===== src/rtl/ball_hit_detect.sv =====
// ball_hit_detect
//   Turns ball and paddle video into the feedback used by the horizontal
//   motion/direction logic: paddle hit strobes, a stretched hit tone and
//   the score/serve pulse generated when the ball leaves the playfield.
//
// Ports
//   clk7_159   in   pixel clock, sole clock
//   reset      in   synchronous, active-high reset
//   _hvid      in   ball horizontal video, active low
//   _vvid      in   ball vertical video, active low
//   pad1/pad2  in   left/right paddle video, active high
//   _hblank    in   horizontal blank, active low
//   vreset     in   one-cycle frame-start pulse
//   l / r      in   ball moving left / right
//   _attract   in   low = attract mode
//   _hit1/_hit2 out left/right paddle hit, active low, 1-cycle latency
//   hit_sound  out  stretched hit tone enable
//   sc         out  score/serve pulse, SC_LEN cycles
//   score_l    out  one-cycle: left player scores (ball exited right)
//   score_r    out  one-cycle: right player scores (ball exited left)
module ball_hit_detect #(
  parameter int HIT_SND_LEN = 114545,
  parameter int SC_LEN      = 455,
  parameter int CW          = 17
) (
  input  logic clk7_159,
  input  logic reset,
  input  logic _hvid,
  input  logic _vvid,
  input  logic pad1,
  input  logic pad2,
  input  logic _hblank,
  input  logic vreset,
  input  logic l,
  input  logic r,
  input  logic _attract,
  output logic _hit1,
  output logic _hit2,
  output logic hit_sound,
  output logic sc,
  output logic score_l,
  output logic score_r
);

  typedef enum logic [1:0] {
    S_IDLE  = 2'd0,
    S_SCORE = 2'd1,
    S_LOCK  = 2'd2
  } state_t;

  localparam logic [CW-1:0] ONE      = CW'(1);
  localparam logic [CW-1:0] SND_LOAD = CW'(HIT_SND_LEN);
  localparam logic [CW-1:0] SC_LOAD  = CW'(SC_LEN);

  state_t        state_q, state_d;
  logic [CW-1:0] snd_cnt_q, snd_cnt_d;
  logic [CW-1:0] sc_cnt_q, sc_cnt_d;
  logic          h1_seen_q, h1_seen_d;
  logic          h2_seen_q, h2_seen_d;
  logic          miss_seen_q, miss_seen_d;
  logic          hit1_n_q, hit1_n_d;
  logic          hit2_n_q, hit2_n_d;
  logic          score_l_q, score_l_d;
  logic          score_r_q, score_r_d;

  logic ball, hit1, hit2, miss;
  logic h1_keep, h2_keep, trig;

  always_comb begin
    ball = ~_hvid & ~_vvid;
    hit1 = ball & pad1;
    hit2 = ball & pad2;
    miss = ~_hvid & ~_hblank;

    hit1_n_d = ~hit1;
    hit2_n_d = ~hit2;

    // vreset clears the per-frame flag before a same-cycle hit is judged,
    // so a coincidence on the frame-start pixel still triggers the tone.
    h1_keep   = h1_seen_q & ~vreset;
    h2_keep   = h2_seen_q & ~vreset;
    trig      = (hit1 & ~h1_keep) | (hit2 & ~h2_keep);
    h1_seen_d = h1_keep | hit1;
    h2_seen_d = h2_keep | hit2;

    snd_cnt_d = snd_cnt_q;
    if (trig) begin
      snd_cnt_d = SND_LOAD;
    end else if (snd_cnt_q != '0) begin
      snd_cnt_d = snd_cnt_q - ONE;
    end

    // A miss on the vreset cycle belongs to the frame that is starting.
    miss_seen_d = vreset ? miss : (miss_seen_q | miss);

    state_d   = state_q;
    sc_cnt_d  = sc_cnt_q;
    score_l_d = 1'b0;
    score_r_d = 1'b0;
    case (state_q)
      S_IDLE: begin
        if (miss) begin
          state_d   = S_SCORE;
          sc_cnt_d  = SC_LOAD;
          score_l_d = r & _attract;
          score_r_d = ~r & l & _attract;
        end
      end
      S_SCORE: begin
        // Leave on the last counted cycle so sc lasts exactly SC_LEN cycles.
        if (sc_cnt_q > ONE) begin
          sc_cnt_d = sc_cnt_q - ONE;
        end else begin
          sc_cnt_d = '0;
          state_d  = S_LOCK;
        end
      end
      S_LOCK: begin
        // The LOCK state is the lockout: release only after a whole frame
        // in which the ball never sat inside horizontal blanking.
        if (vreset && !miss_seen_q && !miss) begin
          state_d = S_IDLE;
        end
      end
      default: begin
        state_d = S_IDLE;
      end
    endcase
  end

  // ---- register stage ----
  always_ff @(posedge clk7_159) begin
    if (reset) begin
      state_q     <= S_IDLE;
      snd_cnt_q   <= '0;
      sc_cnt_q    <= '0;
      h1_seen_q   <= 1'b0;
      h2_seen_q   <= 1'b0;
      miss_seen_q <= 1'b0;
      hit1_n_q    <= 1'b1;
      hit2_n_q    <= 1'b1;
      score_l_q   <= 1'b0;
      score_r_q   <= 1'b0;
    end else begin
      state_q     <= state_d;
      snd_cnt_q   <= snd_cnt_d;
      sc_cnt_q    <= sc_cnt_d;
      h1_seen_q   <= h1_seen_d;
      h2_seen_q   <= h2_seen_d;
      miss_seen_q <= miss_seen_d;
      hit1_n_q    <= hit1_n_d;
      hit2_n_q    <= hit2_n_d;
      score_l_q   <= score_l_d;
      score_r_q   <= score_r_d;
    end
  end

  assign _hit1     = hit1_n_q;
  assign _hit2     = hit2_n_q;
  assign hit_sound = (snd_cnt_q != '0) & _attract;
  assign sc        = (state_q == S_SCORE);
  assign score_l   = score_l_q;
  assign score_r   = score_r_q;

endmodule


===== config.mk =====
export PLATFORM = sky130hd
export DESIGN_NAME = ball_hit_detect
export DESIGN_NICKNAME = d
export VERILOG_FILES = /design/src/rtl/ball_hit_detect.sv
export SDC_FILE = /design/constraint.sdc
export NUM_CORES = 1
export LEC_CHECK = 0
export BUFFER_PORTS_ARGS = -buffer_cell sky130_fd_sc_hd__buf_2
export CELL_PAD_IN_SITES_DETAIL_PLACEMENT = 0
export CELL_PAD_IN_SITES_GLOBAL_PLACEMENT = 1
export CORE_UTILIZATION = 43
export CTS_BUF_LIST = sky130_fd_sc_hd__clkbuf_8
export CTS_CLUSTER_DIAMETER = 100
export DETAILED_ROUTE_END_ITERATION = 16
export GPL_TIMING_DRIVEN = 1
export PLACE_DENSITY = 0.77
export SLEW_MARGIN = 20
export SYNTH_ARGS = -nofsm -noshare
export SYNTH_HDL_FRONTEND = slang
export SYNTH_SLANG_ARGS = --single-unit
export TNS_END_PERCENT = 30

===== constraint.sdc =====
create_clock -name clk7_159 -period 2 [get_ports clk7_159]
set_input_delay 0.3 -clock clk7_159 [delete_from_list [all_inputs] [get_ports clk7_159]]
set_output_delay 0.3 -clock clk7_159 [all_outputs]
set_load 0.02 [all_outputs]

==> key figures <==
Timing
  – Final Max Tran Viols: 0
  – Max_slew headroom: 71.7%
  – FMAX: around 470 MHz
  – Fin worst setup slack: -0.114 ns
  – Final Skew: between 0.01 and 0.015 ns
  – Final hold vios: 0
  – Final Cycle Share: 106%
  – Final Setup Violations: 12
  – Final hold slack: approximately 0.21 ns
  – Worst-margin pin slew: around 0.42 ns
  – Crit path time final: roughly 2.1 ns
  – RSZ-0062 raised after global routing: yes

Clocking
  – TritonCTS clock tree: built
  – Worst-skew pair later-pin latency: 0.31 ns
  – Sink Count: 43
  – Clk buf depth: 2
  – H-tree levels: 2
  – Number of buffers created by CTS: 5
  – Clk slew on worst S/H paths: ~0.080 ns
  – CTS Root Cell: clkbuf_8

Global routing
  – Vias in the first global route: roughly 2000
  – First-pass GRT wire length: just over 9000 um
  – Grt total ovfl: 0
  – Largest net degree at the start of global routing: 22
  – Global Route Usage Sum: a little over a fifth
  – Antenna violations before repair: 0

Power and ir drop
  – Peak supply drop: about 0.37 mV
  – Total design power: slightly below 3 mW
  – Leakage: between 1 and 1.5 nW
  – P per Cell Area: about 1000 nW/um^2

Critical path
  – Largest stage delay, worst path: 0.55 ns
  – CP Class: reg -> reg
  – Crit path capture type: flop
  – CP Max Fanout: 8
  – CP Data Required Time: roughly 2.2 ns
  – CP max stage cell: or4_4
  – Delay-heaviest family, CP: simple AND/OR/NAND/NOR gates
  – Worst path cell trace: or4_4 -> or4_4 -> or4b_1 -> a22oi_1
  – Crit path DAT: between 2 and 2.5 ns
  – Worst Path Buf+Inv: 0
  – R2R Path Start: sc_cnt_q[5]$_SDFFE_PP0P_
  – Worst setup SP type: flop
  – Critical Path Most Common Cell: or4_4
  – Beginning of the critical path: sc_cnt_q[5]$_SDFFE_PP0P_

Route
  – Vias per Instance: 5.92
  – Pre-antenna DRT Iters: 4
  – Via count: between 2000 and 2500
  – Initial DRC count: between 100 and 150
  – Final WL: 5690 um
  – DRC errors left: 0
  – Detail-routed net length per standard cell: 15.3 um
  – Detail Route Antenna Nets: 0

Yosys
  – Ys async rst share: 0%
  – Most frequent cells after synthesis: dfxtp_1, or4_1, nor2_1
  – Yosys warns: 0
  – Share of the yosys chip area belonging to registers: 38.4%
  – Post-synthesis mux area share: less than 1%
  – Mapped cell area: between 2000 and 2500 sq um
  – Number of flops mapped to enable cells by yosys: 0
  – Synth area leader: dfxtp_1
  – Synth Area in XOR/XNOR: under 10%
  – Adder-cell share of the synthesized area: about 2.2%
  – Area contributors post-synth: dfxtp_1, or4_1, o31ai_1
  – Synth Area in Simple Gates: between 20% and 30%
  – Top-count cell post-synth: dfxtp_1
  – Synth unique cells: 48
  – Post-synthesis compound-gate area fraction: between 20 and 30%
  – Top cell type's share of synthesized area: between 30% and 40%
  – Top FF cell, synth: dfxtp_1
  – Synthesized netlist cell count: 255
  – Yosys reg bits: 43
  – Mapped Nets: 270
  – Largest family of logic cells by synthesized area: simple AND/OR/NAND/NOR gates
  – Avg Inst Size Synth: about 9 sq um

Final layout
  – Layout fillers: around 470
  – Share of post-route cells with drive strength above 1: 29.9%
  – Post-route cell area: 2800 sq um
  – Fin nets: approximately 320
  – Ant. Diodes: 0
  – Area grow syn2layout: 25.1%

Floorplanning
  – Core area: around 5000 sq um
  – Die Area: between 5000 and 6000 sq um
  – # rows: 25
  – Die Y: roughly 74 um
  – Initial Util: a little under half
  – I/O pin cnt: 17
  – Die Wd: ~74 um

Status
  – Failing checks: negative setup slack
  – Outcome: complete, but fails checks

Placement
  – Post-DP HPWL: 3880 um
  – # port buffers: 16
  – Final GP Congestion: just under 0.8
  – Placed cell areas: 2620 sq um

Worst hold path
  – Min-Delay Path Class: in -> reg
  – Hold path startpoint: pad2

Flow run
  – Max Cap Violations: 0
## sequential cells by signal (all words and copies together) (netlist names)
name         flops
sc_cnt_q        17
snd_cnt_q       17
state_q          2
_hit1            1
_hit2            1
h1_seen_q        1
h2_seen_q        1
miss_seen_q      1
score_l          1
score_r          1
## per-layer routing
metal | global-route usage [%] | wire, um | share of wire, % | vias to the layer above
met3 | 4.07 | 192 | 3.4 | 6
met2 | 33.3 | 2430 | 43 | 40
li1 | - | - | - | 1105
met5 | 0 | 0 | 0 | -
met1 | 31.3 | 3010 | 53 | 1044
met4 | 7.26 | 63 | 1.1 | 0
## cells by family after synthesis
logic type | Yosys count
buffers and inverters | 21
AOI/OAI and AO/OA | 82
DFF | 43
muxes | 1
adders and majority gates | 4
xor gates and xnor gates | 3
and+or+nand+nor | 101
## repair_timing
action | 4_1_cts | 5_1_grt
resized for setup | 8 | 18
pin swaps | 1 | 3
gates cloned | 0 | 1
hold buffers | 0 | 0
buffers inserted | 0 | 1
endpoints found under the setup margin | 13 | 23
## cells in the final DEF, fill, tap and decap left out, types with 7 or more instances in the layout
master,n
dfxtp_1,38
buf_4,35
buf_2,16
nor2_1,15
or4_1,14
nand2_1,12
o21ai_0,11
o31ai_1,11
a31oi_1,11
inv_1,9
a21oi_1,9
or3_1,7
## path summary, 6_finish.rpt
check / end / slack [ns] / depth (start not counted)
setup / recovery: sc_cnt_q[14]$_SDFFE_PP0P_ / -0.11 / 4
hold / removal: _hit2$_SDFF_PP1_ / 0.21 / 2
setup reg to reg: sc_cnt_q[14]$_SDFFE_PP0P_ / -0.11 / 4
hold reg to reg: miss_seen_q$_SDFF_PP0_ / 0.47 / 2
## per-stage QoR
stage / TNS, ns / instances / worst slack (ns) / utilization, %
3_5_place_dp: -0.973 / 361 / -0.139 / 53.6
2_1_floorplan: -1.47 / 255 / -0.169 / -
3_3_place_gp: -0.485 / 361 / -0.0993 / 53.6
4_1_cts: -1.03 / 369 / -0.132 / 56.1
6_report: -0.556 / 371 / -0.114 / 57.5
5_1_grt: -1.58 / 371 / -0.194 / 57.5
## where the power goes
group          leakage [nW]  internal, mW  switching [mW]  total [mW]
sequential            0.355         0.978           0.128        1.11
combinational         0.688         0.601           0.621        1.22
clock                0.0402         0.243           0.322       0.566
## cell type report
class / instances / area, sq um / area share [%]
multi-input cells: 192 / 1380 / 49.4
clock buffers: 5 / 68.8 / 2.45
well taps: 67 / 83.8 / 2.99
flip-flops and latches: 43 / 867 / 30.9
clock inverters: 3 / 20.0 / 0.714
inverters: 10 / 37.5 / 1.34
repair buffers: 51 / 343 / 12.2
(Power assumes the default switching activity.)
